**src/rtl/param_demux_pkg.sv**
```systemverilog
// param_demux_pkg: shared select-width helper and FSM encoding for param_demux_deser.
package param_demux_pkg;
  localparam logic ST_FILL = 1'b0;
  localparam logic ST_LAST = 1'b1;
  function automatic int safe_clog2(input int n);
    return (n > 1) ? $clog2(n) : 1;
  endfunction
endpackage

```
**src/rtl/demux_fill_ctr.sv**
```systemverilog
// demux_fill_ctr: modulo-N fill counter with enable, sync clear and terminal-count flag.
// Counts N-1 down to 0 when PARAM_DEMUX_DESER_MSB_FIRST_EN is defined, else 0 up to N-1.
module demux_fill_ctr
  import param_demux_pkg::*;
#(
  parameter int N = 8,
  localparam int SW = safe_clog2(N)
) (
  input  logic          clk,
  input  logic          rst,
  input  logic          i_en,
  input  logic          i_clr,
  output logic [SW-1:0] o_cnt,
  output logic          o_tc
);
  localparam logic [SW-1:0] TOP = SW'(N - 1);
`ifdef PARAM_DEMUX_DESER_MSB_FIRST_EN
  localparam logic [SW-1:0] START = TOP;
  localparam logic [SW-1:0] STOP = '0;
`else
  localparam logic [SW-1:0] START = '0;
  localparam logic [SW-1:0] STOP = TOP;
`endif
  logic [SW-1:0] r_cnt;
  logic [SW-1:0] w_step;
`ifdef PARAM_DEMUX_DESER_MSB_FIRST_EN
  assign w_step = (r_cnt == '0) ? TOP : r_cnt - 1'b1;
`else
  assign w_step = (r_cnt == TOP) ? '0 : r_cnt + 1'b1;
`endif
  always_ff @(posedge clk) begin
    if (rst || i_clr) r_cnt <= START;
    else if (i_en) r_cnt <= w_step;
  end
  assign o_cnt = r_cnt;
  assign o_tc = (r_cnt == STOP);
endmodule

```
**src/rtl/param_demux_deser.sv**
```systemverilog
// param_demux_deser: 1:N demux with an auto-stepping deserializer mode.
// Define PARAM_DEMUX_DESER_MSB_FIRST_EN to fill auto-mode words from position N-1 down.
module param_demux_deser
  import param_demux_pkg::*;
#(
  parameter int N = 8,
  localparam int SW = safe_clog2(N)
) (
  input  logic          clk,
  input  logic          rst,
  input  logic          d_in,
  input  logic          d_valid,
  input  logic          auto,
  input  logic [SW-1:0] s,
  output logic [N-1:0]  y,
  output logic [N-1:0]  word,
  output logic          word_valid,
  output logic [SW-1:0] ptr
);
  localparam logic ST_INIT = (N == 1) ? ST_LAST : ST_FILL;
`ifdef PARAM_DEMUX_DESER_MSB_FIRST_EN
  localparam logic [SW-1:0] PRE = SW'(1);
`else
  localparam logic [SW-1:0] PRE = SW'((N > 1) ? N - 2 : 0);
`endif
  logic          r_state, w_nstate;
  logic          w_tc, w_wr_auto, w_done, w_we;
  logic [SW-1:0] w_idx;
  logic [N-1:0]  r_y, r_word, w_y_nxt;
  logic          r_wv;
  demux_fill_ctr #(.N(N)) u_ctr (
    .clk   (clk),
    .rst   (rst),
    .i_en  (w_wr_auto),
    .i_clr (!auto),
    .o_cnt (ptr),
    .o_tc  (w_tc)
  );
  always_ff @(posedge clk) begin
    if (rst) r_state <= ST_INIT;
    else r_state <= w_nstate;
  end
  // PRE is the position one accepted bit before the terminal one
  always_comb begin
    w_nstate = !auto ? ST_INIT :
               !d_valid ? r_state :
               (r_state == ST_LAST) ? ST_INIT :
               (ptr == PRE) ? ST_LAST : ST_FILL;
  end
  always_comb begin
    w_wr_auto = auto & d_valid;
    w_done = w_wr_auto & (r_state == ST_LAST) & w_tc;
    w_idx = auto ? ptr : s;
    w_we = d_valid & (auto | ({1'b0, s} < (SW + 1)'(N)));
    w_y_nxt = r_y;
    if (w_we) w_y_nxt[w_idx] = d_in;
  end
  always_ff @(posedge clk) begin
    if (rst) begin
      r_y <= '0;
      r_word <= '0;
      r_wv <= 1'b0;
    end else begin
      r_y <= w_y_nxt;
      r_wv <= w_done;
      if (w_done) r_word <= w_y_nxt;
    end
  end
  assign y = r_y;
  assign word = r_word;
  assign word_valid = r_wv;
endmodule

```
**config.mk**
```make
export PLATFORM = sky130hd
export DESIGN_NAME = param_demux_deser
export DESIGN_NICKNAME = d
export VERILOG_FILES = /design/src/rtl/param_demux_pkg.sv /design/src/rtl/demux_fill_ctr.sv /design/src/rtl/param_demux_deser.sv
export SDC_FILE = /design/constraint.sdc
export NUM_CORES = 1
export LEC_CHECK = 0
export CAP_MARGIN = 30
export CELL_PAD_IN_SITES_DETAIL_PLACEMENT = 1
export CELL_PAD_IN_SITES_GLOBAL_PLACEMENT = 1
export CORE_MARGIN = 5
export CORE_UTILIZATION = 34
export DETAILED_ROUTE_END_ITERATION = 10
export PLACE_DENSITY_LB_ADDON = 0.05
export SYNTH_ARGS = -nofsm -noshare
export SYNTH_HDL_FRONTEND = slang
export SYNTH_SLANG_ARGS = --single-unit
```
**constraint.sdc**
```tcl
create_clock -name clk -period 2.16 [get_ports clk]
set_input_delay 0.324 -clock clk [delete_from_list [all_inputs] [get_ports clk]]
set_output_delay 0.324 -clock clk [all_outputs]
set_load 0.05 [all_outputs]
```
; ---- Yosys cells after proc, flatten, opt, wreduce, memory -nomap -nowiden
; Cells that the tools add are included.
[op_classes]
reduce_logical = 4
n_eq_ne = 2
n_shift = 0
bitwise_logic = 4
mux = 8
n_addsub = 1
div_mod_pow = 0
mul = 0
order_cmp = 2
[ops]
columns = op, n
row1 = $bwmux 8, 1
row2 = $mux 8, 1
row3 = $eq 3x3->1 const B, 2
row4 = $mux 3, 2
row5 = $lt 3x4->1 const B, 1
row6 = $add 3x1->3 const B, 1
row7 = $and 1x1->1, 3
row8 = $demux 1 s3, 1
row9 = $ge 3x1->1 const B, 1
row10 = $mux 1, 3
row11 = $reduce_or 2->1, 1
row12 = $logic_and 1x1->1, 1
row13 = $logic_not 1->1, 1
row14 = $logic_or 1x1->1, 1
row15 = $not 1->1, 1
[totals]
ff_bits = 21
mem_bits_rw = 0
mem_count = 0
output_inout_bits = 20
latch_bits = 0
inputBits = 8
rom_bits = 0

; ---- Depth between registers and ports, before layout
; Gate-level depths: netlist of the first run.
[depth]
depth_word = 7
ltp_mapped = 7
depth_no_buf = 5

; ---- Cells and area by module
; A second synthesis of the first run with hierarchy kept.
[unflattened]
cells_unflattened = 103
hier_area_um2 = 1068.5
[modules_own_cells]
columns = mod, cells_per_inst, n_inst, area_each_um2, seq_area_each_um2
row1 = param_demux_deser, 91, 1, 925.9, 360.3
row2 = demux_fill_ctr, 12, 1, 142.6, 60.1

; ---- Worst setup path after synthesis of the first run
; No wires, ideal clock.
[synth_timing]
path_kind = reg2reg
from = register u_ctr.r_cnt[0], in the netlist u_ctr.o_cnt[0]
to = register r_word[3], in the netlist word[3]
required_time_ns = 2.074
arrival_time_ns = 1.923
path_buffers = 2
synth_period_minus_slack_ns = 2.008
setup_time_ns = 0.086
slack_ns = 0.152
path_stages_with_launch = 8
path_cell_list = dfxtp_1 ha_1 ha_1 and4_2 buf_2 buf_2 nor2_1 a211oi_1
[synth_via]
elab_chain_cells = 7
[synth_lines]
columns = item, line_no
row1 = from (decl), demux_fill_ctr.sv:24  ; logic [SW-1:0] r_cnt;
row2 = from (signal assigned), demux_fill_ctr.sv:33  ; else if (i_en) r_cnt <= w_step;
row3 = $mux 3, param_demux_deser.sv:53  ; w_idx = auto ? ptr : s;
row4 = $lt 3x4->1 (implied by the code) or $ge 3x1->1 (tied branches), param_demux_deser.sv:56  ; if (w_we) w_y_nxt[w_idx] = d_in;
row5 = $logic_and 1x1->1 (implied by the code), param_demux_deser.sv:56
row6 = $mux 1 (implied by the code), param_demux_deser.sv:56
row7 = $demux 1 s3, param_demux_deser.sv:56
row8 = $bwmux 8, param_demux_deser.sv:56
row9 = $mux 8, param_demux_deser.sv:56
row10 = to (signal assigned), param_demux_deser.sv:66  ; if (w_done) r_word <= w_y_nxt;
row11 = to (decl), param_demux_deser.sv:29  ; logic [N-1:0] r_y, r_word, w_y_nxt;
; Parallel ways exist; a longest one is shown, timed or not.
; A chain may end at the register's enable or synchronous reset.

; ---- Worst setup path in the final report of the first run
[layout_timing]
from = register u_ctr.r_cnt[1], in the netlist u_ctr.o_cnt[1]
to = output ptr[1]
[layout_lines]
columns = item, line_no
row1 = to (decl), param_demux_deser.sv:18  ; output logic [SW-1:0] ptr
; No word-level cell between the ends.

==> metrics.md, run 1 <==
| Metric | Value |
|---|---|
| Minimum clock period | `2042 ps` |
| Core Region | `2758 sq um` |
| CP delay by family, top | `buffers and inverters` |
| CP Cell Sequence | `clkdlybuf4s50_1` |
| VDD IR-drop max | `0.3818 mV` |
| Clock tree from TritonCTS | `yes` |
| Synth area leader | `sky130_fd_sc_hd__dfxtp_1` |
| Maximum net fanout on the critical path | `8` |
| Detail-routed net length per standard cell | `15.14 um` |
| Total of cells resized after clock tree synthesis | `0` |
| Cell area after placement | `1286 sq um` |
| Synthesized Nets | `117` |
| First-iteration detailed-routing DRC count | `41` |
| RSZ-0062 raised after global routing | `no` |
| Avg Vias per Cell | `5.329` |
| Die outline area | `4028 sq um` |
| Global Route Usage Sum | `0.1296` |
| Antenna violations before repair | `0` |
| Yosys warnings | `0` |
| Overall routed net length | `2529 um` |
| Most frequently used cell type in the post-synthesis netlist | `sky130_fd_sc_hd__dfxtp_1` |
| # diodes | `0` |
| Mean cell area of the mapped netlist | `9.172 sq um` |
| Die Width | `63.47 um` |
| Buffers on Ports | `27` |
| First-pass GRT wire length | `4215 um` |
| Layout filler cell count | `333` |
| Number of detailed-route iterations in the first pass | `4` |
| Period Utilization, post-route | `0.9453` |
| Number of hold-repair buffers added at the cts stage | `0` |
| Routability congestion estimate from global placement | `0.7085` |
| Ys flop type | `sky130_fd_sc_hd__dfxtp_1` |
| Crit path launch type | `flop` |
| Final total negative setup slack | `0 ps` |
| Post-route cell area | `1314 sq um` |
| CTS root buffer | `sky130_fd_sc_hd__clkbuf_4` |
| Final hold violation count | `0` |
| Multiplexer fraction of the synthesized cell area | `0.06564` |
| Number of pins with negative max-slew slack in the final report | `0` |
| Total clock buffers created by CTS | `3` |
| Main combinational cell family by area after synthesis | `simple AND/OR/NAND/NOR gates` |
| Fraction of post-synthesis cell area in the top cell type by area | `0.4324` |
| Total power per unit cell area | `524.1 nW/um^2` |
| DRC violation count after routing | `0` |
| Count of unique library cells instantiated by Yosys | `34` |
| Worst min-delay path category | `flop to flop` |
| Max_cap viols | `0` |
| Achievable Freq | `489.8 MHz` |
| Row cnt | `19` |
| Number of nets with antenna violations after detailed routing | `0` |
| CP max stage cell | `sky130_fd_sc_hd__clkdlybuf4s50_1` |
| Max stage delay on crit path | `870 ps` |
| Type of the worst setup path | `flop to output pin` |
| Outcome | `completed` |
| Worst path buffer plus inverter count | `1` |
| Crit. End Element | `output pin` |
| Vias in the first global route | `910` |
| Total I/O pin count | `28` |
| Fraction of the mapped netlist area in compound gates | `0.2072` |
| Area growth from synthesis to layout | `35.14%` |
| Gate count after technology mapping | `106` |
| Data arrival time of the worst path | `1720 ps` |
| Total global routing overflow | `0` |
| Endpoint required time on the critical path | `1840 ps` |
| Die span in y | `63.47 um` |
| Endpoints failing setup | `0` |
| Starting Density | `0.3525` |
| Fin nets | `148` |
| # Post-CTS Setup Buffers | `0` |
| Pin count of the biggest net entering global routing | `13` |
| Number of flops mapped to enable cells by yosys | `0` |
| Clock-pin slew on the worst setup and hold paths | `120 ps` |
| Synthesized-area fraction occupied by xor and xnor cells | `0` |
| Largest buffer count on any clock path | `2` |
| Post-synthesis instance area | `972.2 sq um` |
| Latest clock arrival within the worst-skew pair | `310 ps` |
| Number of synthesized register bits | `21` |
| Area share of and/or/nand/nor cells after synthesis | `0.2149` |
| Worst-margin pin slew | `503.8 ps` |
| Number of levels the H-tree was split into | `1` |
| Max-slew headroom at the worst pin | `0.6631` |
| Top cells by area in the synthesized netlist | `sky130_fd_sc_hd__dfxtp_1 43%, sky130_fd_sc_hd__nor2_1 6.9%, sky130_fd_sc_hd__ha_1 3.9%` |
| Fraction of registers with async set/reset | `0` |
| Share of the yosys chip area belonging to registers | `0.4324` |
| Layout Skew | `1.787 ps` |
| Leakage | `0.4561 nW` |
| Number of clock sinks | `21` |
| Total number of vias | `890` |
| HPWL after detailed placement | `2041 um` |
| Fraction of the mapped netlist area in adder cells | `0.03861` |
| List of most frequent post-synthesis cells | `21 x sky130_fd_sc_hd__dfxtp_1, 18 x sky130_fd_sc_hd__nor2_1, 7 x sky130_fd_sc_hd__nand2_1, 5 x sky130_fd_sc_hd__a21oi_1, 5 x sky130_fd_sc_hd__o21ai_0` |
| Layout cell share with drive strength beyond 1 | `0.1250` |
routing by layer:
layer / track usage / wire [um]
met5: 0 / 0
met4: 0.02338 / 18
met3: 0.04973 / 149
met2: 0.2272 / 1228
met1: 0.1494 / 1132
layout make-up:
| type | count | area, sq um | share of cell area |
|---|---|---|---|
| clock buffers | 3 | 22.52 | 0.01714 |
| clock inverters | 1 | 5.005 | 0.003810 |
| inverters | 2 | 7.507 | 0.005714 |
| multi-input cells | 77 | 511.7 | 0.3895 |
| flip-flops and latches | 21 | 420.4 | 0.3200 |
| well taps | 31 | 38.79 | 0.02952 |
| repair buffers | 32 | 307.8 | 0.2343 |
worst paths after layout:
kind / startpoint / endpoint / slack, ps / cells past startpoint
setup reg to reg: u_ctr.o_cnt[1] / word[5] / 410 / 6
hold reg to reg: r_state / r_state / 500 / 2
setup / recovery: u_ctr.o_cnt[1] / ptr[1] / 120 / 1
hold / removal: r_state / r_state / 500 / 2
registers in the layout, summed over array words and instances, names as in the netlist:
name,flops
word,8
word_valid,1
u_ctr.o_cnt,3
r_state,1
y,8
layout by cell type (no fill, tap or decap):
| cell | n |
|---|---|
| sky130_fd_sc_hd__clkdlybuf4s50_1 | 27 |
| sky130_fd_sc_hd__dfxtp_1 | 21 |
| sky130_fd_sc_hd__nor2_1 | 18 |
| sky130_fd_sc_hd__nand2_1 | 7 |
| sky130_fd_sc_hd__o21ai_0 | 5 |
| sky130_fd_sc_hd__a21oi_1 | 5 |
| sky130_fd_sc_hd__buf_4 | 5 |
| sky130_fd_sc_hd__o211ai_1 | 4 |
| sky130_fd_sc_hd__a22oi_1 | 4 |
| sky130_fd_sc_hd__a311oi_1 | 4 |
| sky130_fd_sc_hd__a211oi_1 | 4 |
| sky130_fd_sc_hd__mux2i_1 | 3 |
| sky130_fd_sc_hd__ha_1 | 3 |
| sky130_fd_sc_hd__clkbuf_4 | 3 |
| sky130_fd_sc_hd__inv_1 | 2 |
| sky130_fd_sc_hd__nor2_4 | 2 |
| sky130_fd_sc_hd__nor3b_1 | 2 |
| sky130_fd_sc_hd__or2b_1 | 1 |
| sky130_fd_sc_hd__nand3_1 | 1 |
| sky130_fd_sc_hd__o21a_1 | 1 |
| sky130_fd_sc_hd__mux2i_4 | 1 |
| sky130_fd_sc_hd__mux2_2 | 1 |
| sky130_fd_sc_hd__a32oi_1 | 1 |
| sky130_fd_sc_hd__a32o_1 | 1 |
| sky130_fd_sc_hd__and3b_2 | 1 |
| sky130_fd_sc_hd__or2_1 | 1 |
| sky130_fd_sc_hd__nor3_1 | 1 |
| sky130_fd_sc_hd__or2_2 | 1 |
| sky130_fd_sc_hd__and4_2 | 1 |
| sky130_fd_sc_hd__nand4b_1 | 1 |
| sky130_fd_sc_hd__nand2b_1 | 1 |
| sky130_fd_sc_hd__nand2_2 | 1 |
| sky130_fd_sc_hd__nor2b_1 | 1 |
| sky130_fd_sc_hd__clkinv_2 | 1 |
kinds of logic (layout without fill, tap and decap cells):
family / after synthesis / after routing
compound gates: 29 / 29
fa+ha+maj: 3 / 3
buf+inv: 8 / 38
flops: 21 / 21
mux: 5 / 5
simple gates: 40 / 40
power by group:
part	internal, W	leakage, nW	switching (W)
combinational	0.0000400	0.269	0.0000574
sequential	0.000391	0.170	0.00000464
clock	0.0000693	0.0177	0.000126
total	0.000501	0.456	0.000188
per-stage QoR:
step,setup WS [ps],hold WS (ps),util,power [W],std cells
floorplan,151.7,453.9,-,0.0004647,106
global placement,125.1,470.3,0.4664,0.0005005,163
detailed placement,62.96,485.1,0.4664,0.0005026,163
CTS,97.07,502.7,0.4764,0.0007009,167
global route,28.47,522.5,0.4764,0.0007305,167
finish,118.2,500.2,0.4764,0.0006886,167
Note: power is estimated with default switching activity, not from simulation.
==> run 2: changes to the inputs <==
--- a/config.mk
+++ b/config.mk
@@ -9,9 +9,11 @@
 export CELL_PAD_IN_SITES_DETAIL_PLACEMENT = 1
 export CELL_PAD_IN_SITES_GLOBAL_PLACEMENT = 1
 export CORE_MARGIN = 5
-export CORE_UTILIZATION = 34
+export CORE_UTILIZATION = 36
+export CTS_CLUSTER_SIZE = 16
 export DETAILED_ROUTE_END_ITERATION = 10
 export PLACE_DENSITY_LB_ADDON = 0.05
 export SYNTH_ARGS = -nofsm -noshare
 export SYNTH_HDL_FRONTEND = slang
+export SYNTH_HIERARCHICAL = 1
 export SYNTH_SLANG_ARGS = --single-unit
==> run 2 against run 1 <==
  * Maximum frequency down 1.1%
  * Register-to-register slack better by 110 ps
  * Utilization up 2.5 points
  * Critical endpoint is now ptr[2]
  * Via count down 1.0%
  * Synthesized area up 9.9%
  * Critical path depth unchanged
  * Highest routed layer unchanged
  * Combinational power up 4%
==> metrics.md, run 2 <==
| Metric | Value |
|---|---|
| Overall routed net length | `2588 um` |
| CTS root buffer | `sky130_fd_sc_hd__clkbuf_4` |
| Worst R2R Start | `u_ctr/o_cnt[1]` |
| Clock-pin slew on the worst setup and hold paths | `110 ps` |
| Avg Vias per Cell | `5.339` |
| Total of cells resized after clock tree synthesis | `0` |
| Gate count after technology mapping | `103` |
| Most frequently used cell type in the post-synthesis netlist | `sky130_fd_sc_hd__dfxtp_1` |
| Synthesized Nets | `113` |
| List of most frequent post-synthesis cells | `21 x sky130_fd_sc_hd__dfxtp_1, 15 x sky130_fd_sc_hd__nor2_1, 7 x sky130_fd_sc_hd__a211oi_2, 6 x sky130_fd_sc_hd__a22oi_2, 6 x sky130_fd_sc_hd__o211ai_1` |
| Leakage | `0.4938 nW` |
| Period Utilization, post-route | `0.9555` |
| Post-synthesis instance area | `1069 sq um` |
| Achievable Freq | `484.5 MHz` |
| # Post-CTS Setup Buffers | `0` |
| Core Region | `2805 sq um` |
| Fraction of registers with async set/reset | `0` |
| VDD IR-drop max | `0.3100 mV` |
| Crit path launch type | `flop` |
| Layout cell share with drive strength beyond 1 | `0.2313` |
| Final hold violation count | `0` |
| Data arrival time of the worst path | `1740 ps` |
| First-pass GRT wire length | `4636 um` |
| Post-route cell area | `1406 sq um` |
| Fraction of post-synthesis cell area in the top cell type by area | `0.3934` |
| Cell Count Post-Placement | `161` |
| Mean cell area of the mapped netlist | `10.37 sq um` |
| HPWL after detailed placement | `1970 um` |
| Latest clock arrival within the worst-skew pair | `300 ps` |
| Total number of vias | `881` |
| DRC violation count after routing | `0` |
| Number of clock sinks | `21` |
| Commonest non-fill, non-tap cells in the layout | `27 x sky130_fd_sc_hd__clkdlybuf4s50_1, 21 x sky130_fd_sc_hd__dfxtp_1, 15 x sky130_fd_sc_hd__nor2_1` |
| Cell area after placement | `1380 sq um` |
| Number of synthesized register bits | `21` |
| First-iteration detailed-routing DRC count | `19` |
| Pre-CTS worst setup slack | `42.89 ps` |
| Layout Skew | `3.768 ps` |
| Final Instance Count excl. Fillers | `165` |
| Total I/O pin count | `28` |
| Number of flops mapped to enable cells by yosys | `0` |
| Pin count of the biggest net entering global routing | `22` |
| Worst Slack Setup Final | `96.22 ps` |
| Worst min-delay path category | `flop to flop` |
| Number of detailed-route iterations in the first pass | `2` |
| Die outline area | `4158 sq um` |
| Outcome | `completed` |
| Minimum clock period | `2064 ps` |
| CP delay by family, top | `buffers and inverters` |
| Number of levels the H-tree was split into | `1` |
| Die Width | `64.48 um` |
| Worst path buffer plus inverter count | `1` |
| Share of the yosys chip area belonging to registers | `0.3934` |
| Maximum net fanout on the critical path | `9` |
| Count of unique library cells instantiated by Yosys | `36` |
| Type of the worst setup path | `flop to output pin` |
| Fin nets | `145` |
| Capturing point of the worst reg2reg path | `word[1]` |
| Yosys warnings | `6` |
| Total power per unit cell area | `486.0 nW/um^2` |
| Crit. End Element | `output pin` |
| Total clock buffers created by CTS | `3` |
| Total global routing overflow | `0` |
| Most common cell after layout, fill and taps aside | `sky130_fd_sc_hd__clkdlybuf4s50_1` |
| Number of nets with antenna violations after detailed routing | `0` |
| Buffers on Ports | `27` |
| CP Cell Sequence | `clkdlybuf4s50_1` |
| Clock tree from TritonCTS | `yes` |
| Top cells by area in the synthesized netlist | `sky130_fd_sc_hd__dfxtp_1 39%, sky130_fd_sc_hd__a211oi_2 8.2%, sky130_fd_sc_hd__a22oi_2 7.0%` |
| Logic depth of the worst register-to-register path | `6` |
| Hold endpoint | `word[4]` |
| Die span in y | `64.48 um` |
| Worst-margin pin slew | `502.1 ps` |
| Largest buffer count on any clock path | `2` |
| Number of hold-repair buffers added at the cts stage | `0` |
| Row cnt | `19` |
| Antenna violations before repair | `0` |
| Max stage delay on crit path | `880 ps` |
| Vias in the first global route | `1014` |
| Final total negative setup slack | `0 ps` |
| Area growth from synthesis to layout | `31.62%` |
| Number of pins with negative max-slew slack in the final report | `0` |
| # diodes | `0` |
| Endpoint required time on the critical path | `1840 ps` |
| Detail-routed net length per standard cell | `15.68 um` |
| Max-slew headroom at the worst pin | `0.6642` |
| RSZ-0062 raised after global routing | `no` |
| Ys flop type | `sky130_fd_sc_hd__dfxtp_1` |
| Pwr Total | `0.0006834 W` |
| Max_cap viols | `0` |
| Routability congestion estimate from global placement | `0.8294` |
| CP max stage cell | `sky130_fd_sc_hd__clkdlybuf4s50_1` |
| Global Route Usage Sum | `0.1398` |
| Starting Density | `0.3809` |
| Depth of the worst hold-timing path | `2` |
| Endpoints failing setup | `0` |
| Register-to-register setup slack | `520 ps` |
| Beginning of the worst hold path | `word[4]` |
| Synth area leader | `sky130_fd_sc_hd__dfxtp_1` |
run 2: final cells by class:
type | count | area, sq um
Tap cell | 31 | 38.79
Clock buffer | 4 | 26.28
Sequential cell | 21 | 420.4
Timing Repair Buffer | 33 | 315.3
Inverter | 2 | 7.507
Fill cell | 325 | 1399
Multi-Input combinational cell | 74 | 598.1
run 2: how the worst max path moves through the flow:
| stage | start | to | slack (ps) | depth (start not counted) |
|---|---|---|---|---|
| 6_report | u_ctr/o_cnt[2] | ptr[2] | 100 | 1 |
| 5_1_grt | u_ctr/o_cnt[2] | ptr[2] | 5 | 1 |
| 4_1_cts | u_ctr/o_cnt[2] | ptr[2] | 80 | 1 |
| 3_5_place_dp | auto | word[4] | 40 | 5 |
| 3_3_place_gp | auto | word[4] | 60 | 5 |
| 2_1_floorplan | u_ctr/o_cnt[0] | word[6] | 320 | 7 |
run 2: logic make-up (layout without fill, tap and decap cells):
kind of cell | after synthesis | in the layout | share of synthesized area
buf+inv | 8 | 39 | 0.04684
simple gates | 40 | 40 | 0.2190
flops | 21 | 21 | 0.3934
mux | 5 | 5 | 0.06440
compound gates | 27 | 27 | 0.2529
fa+ha+maj | 2 | 2 | 0.02342
run 2: through the flow:
step           utilization  hold WS (ps)
3_5_place_dp        0.4920         495.6
4_1_cts             0.5013         512.2
5_1_grt             0.5013         548.9
3_3_place_gp        0.4920         489.1
2_1_floorplan            -         388.6
6_report            0.5013         503.2
run 2: layer usage:
metal	GRT usage	up-vias	routed length [um]
met3	0.02936	5	100
met5	0	-	0
met1	0.1732	417	1225
met4	0.05541	0	45
met2	0.2371	18	1216
li1	-	441	-
run 2: where the power goes:
part / total [W] / switching (W) / internal [W] / leakage (nW)
clock network: 0.000188 / 0.000116 / 0.0000720 / 0.0150
registers: 0.000394 / 0.00000356 / 0.000391 / 0.169
logic: 0.000101 / 0.0000588 / 0.0000423 / 0.309
total: 0.000683 / 0.000178 / 0.000505 / 0.494
==> run 3: changes to the inputs <==
--- a/config.mk
+++ b/config.mk
@@ -9,11 +9,10 @@
 export CELL_PAD_IN_SITES_DETAIL_PLACEMENT = 1
 export CELL_PAD_IN_SITES_GLOBAL_PLACEMENT = 1
 export CORE_MARGIN = 5
-export CORE_UTILIZATION = 36
+export CORE_UTILIZATION = 34
 export CTS_CLUSTER_SIZE = 16
 export DETAILED_ROUTE_END_ITERATION = 10
 export PLACE_DENSITY_LB_ADDON = 0.05
 export SYNTH_ARGS = -nofsm -noshare
 export SYNTH_HDL_FRONTEND = slang
-export SYNTH_HIERARCHICAL = 1
 export SYNTH_SLANG_ARGS = --single-unit
==> results of run 3 <==
Same layout as run 1: the final DEF is identical, and so are final timing and power.
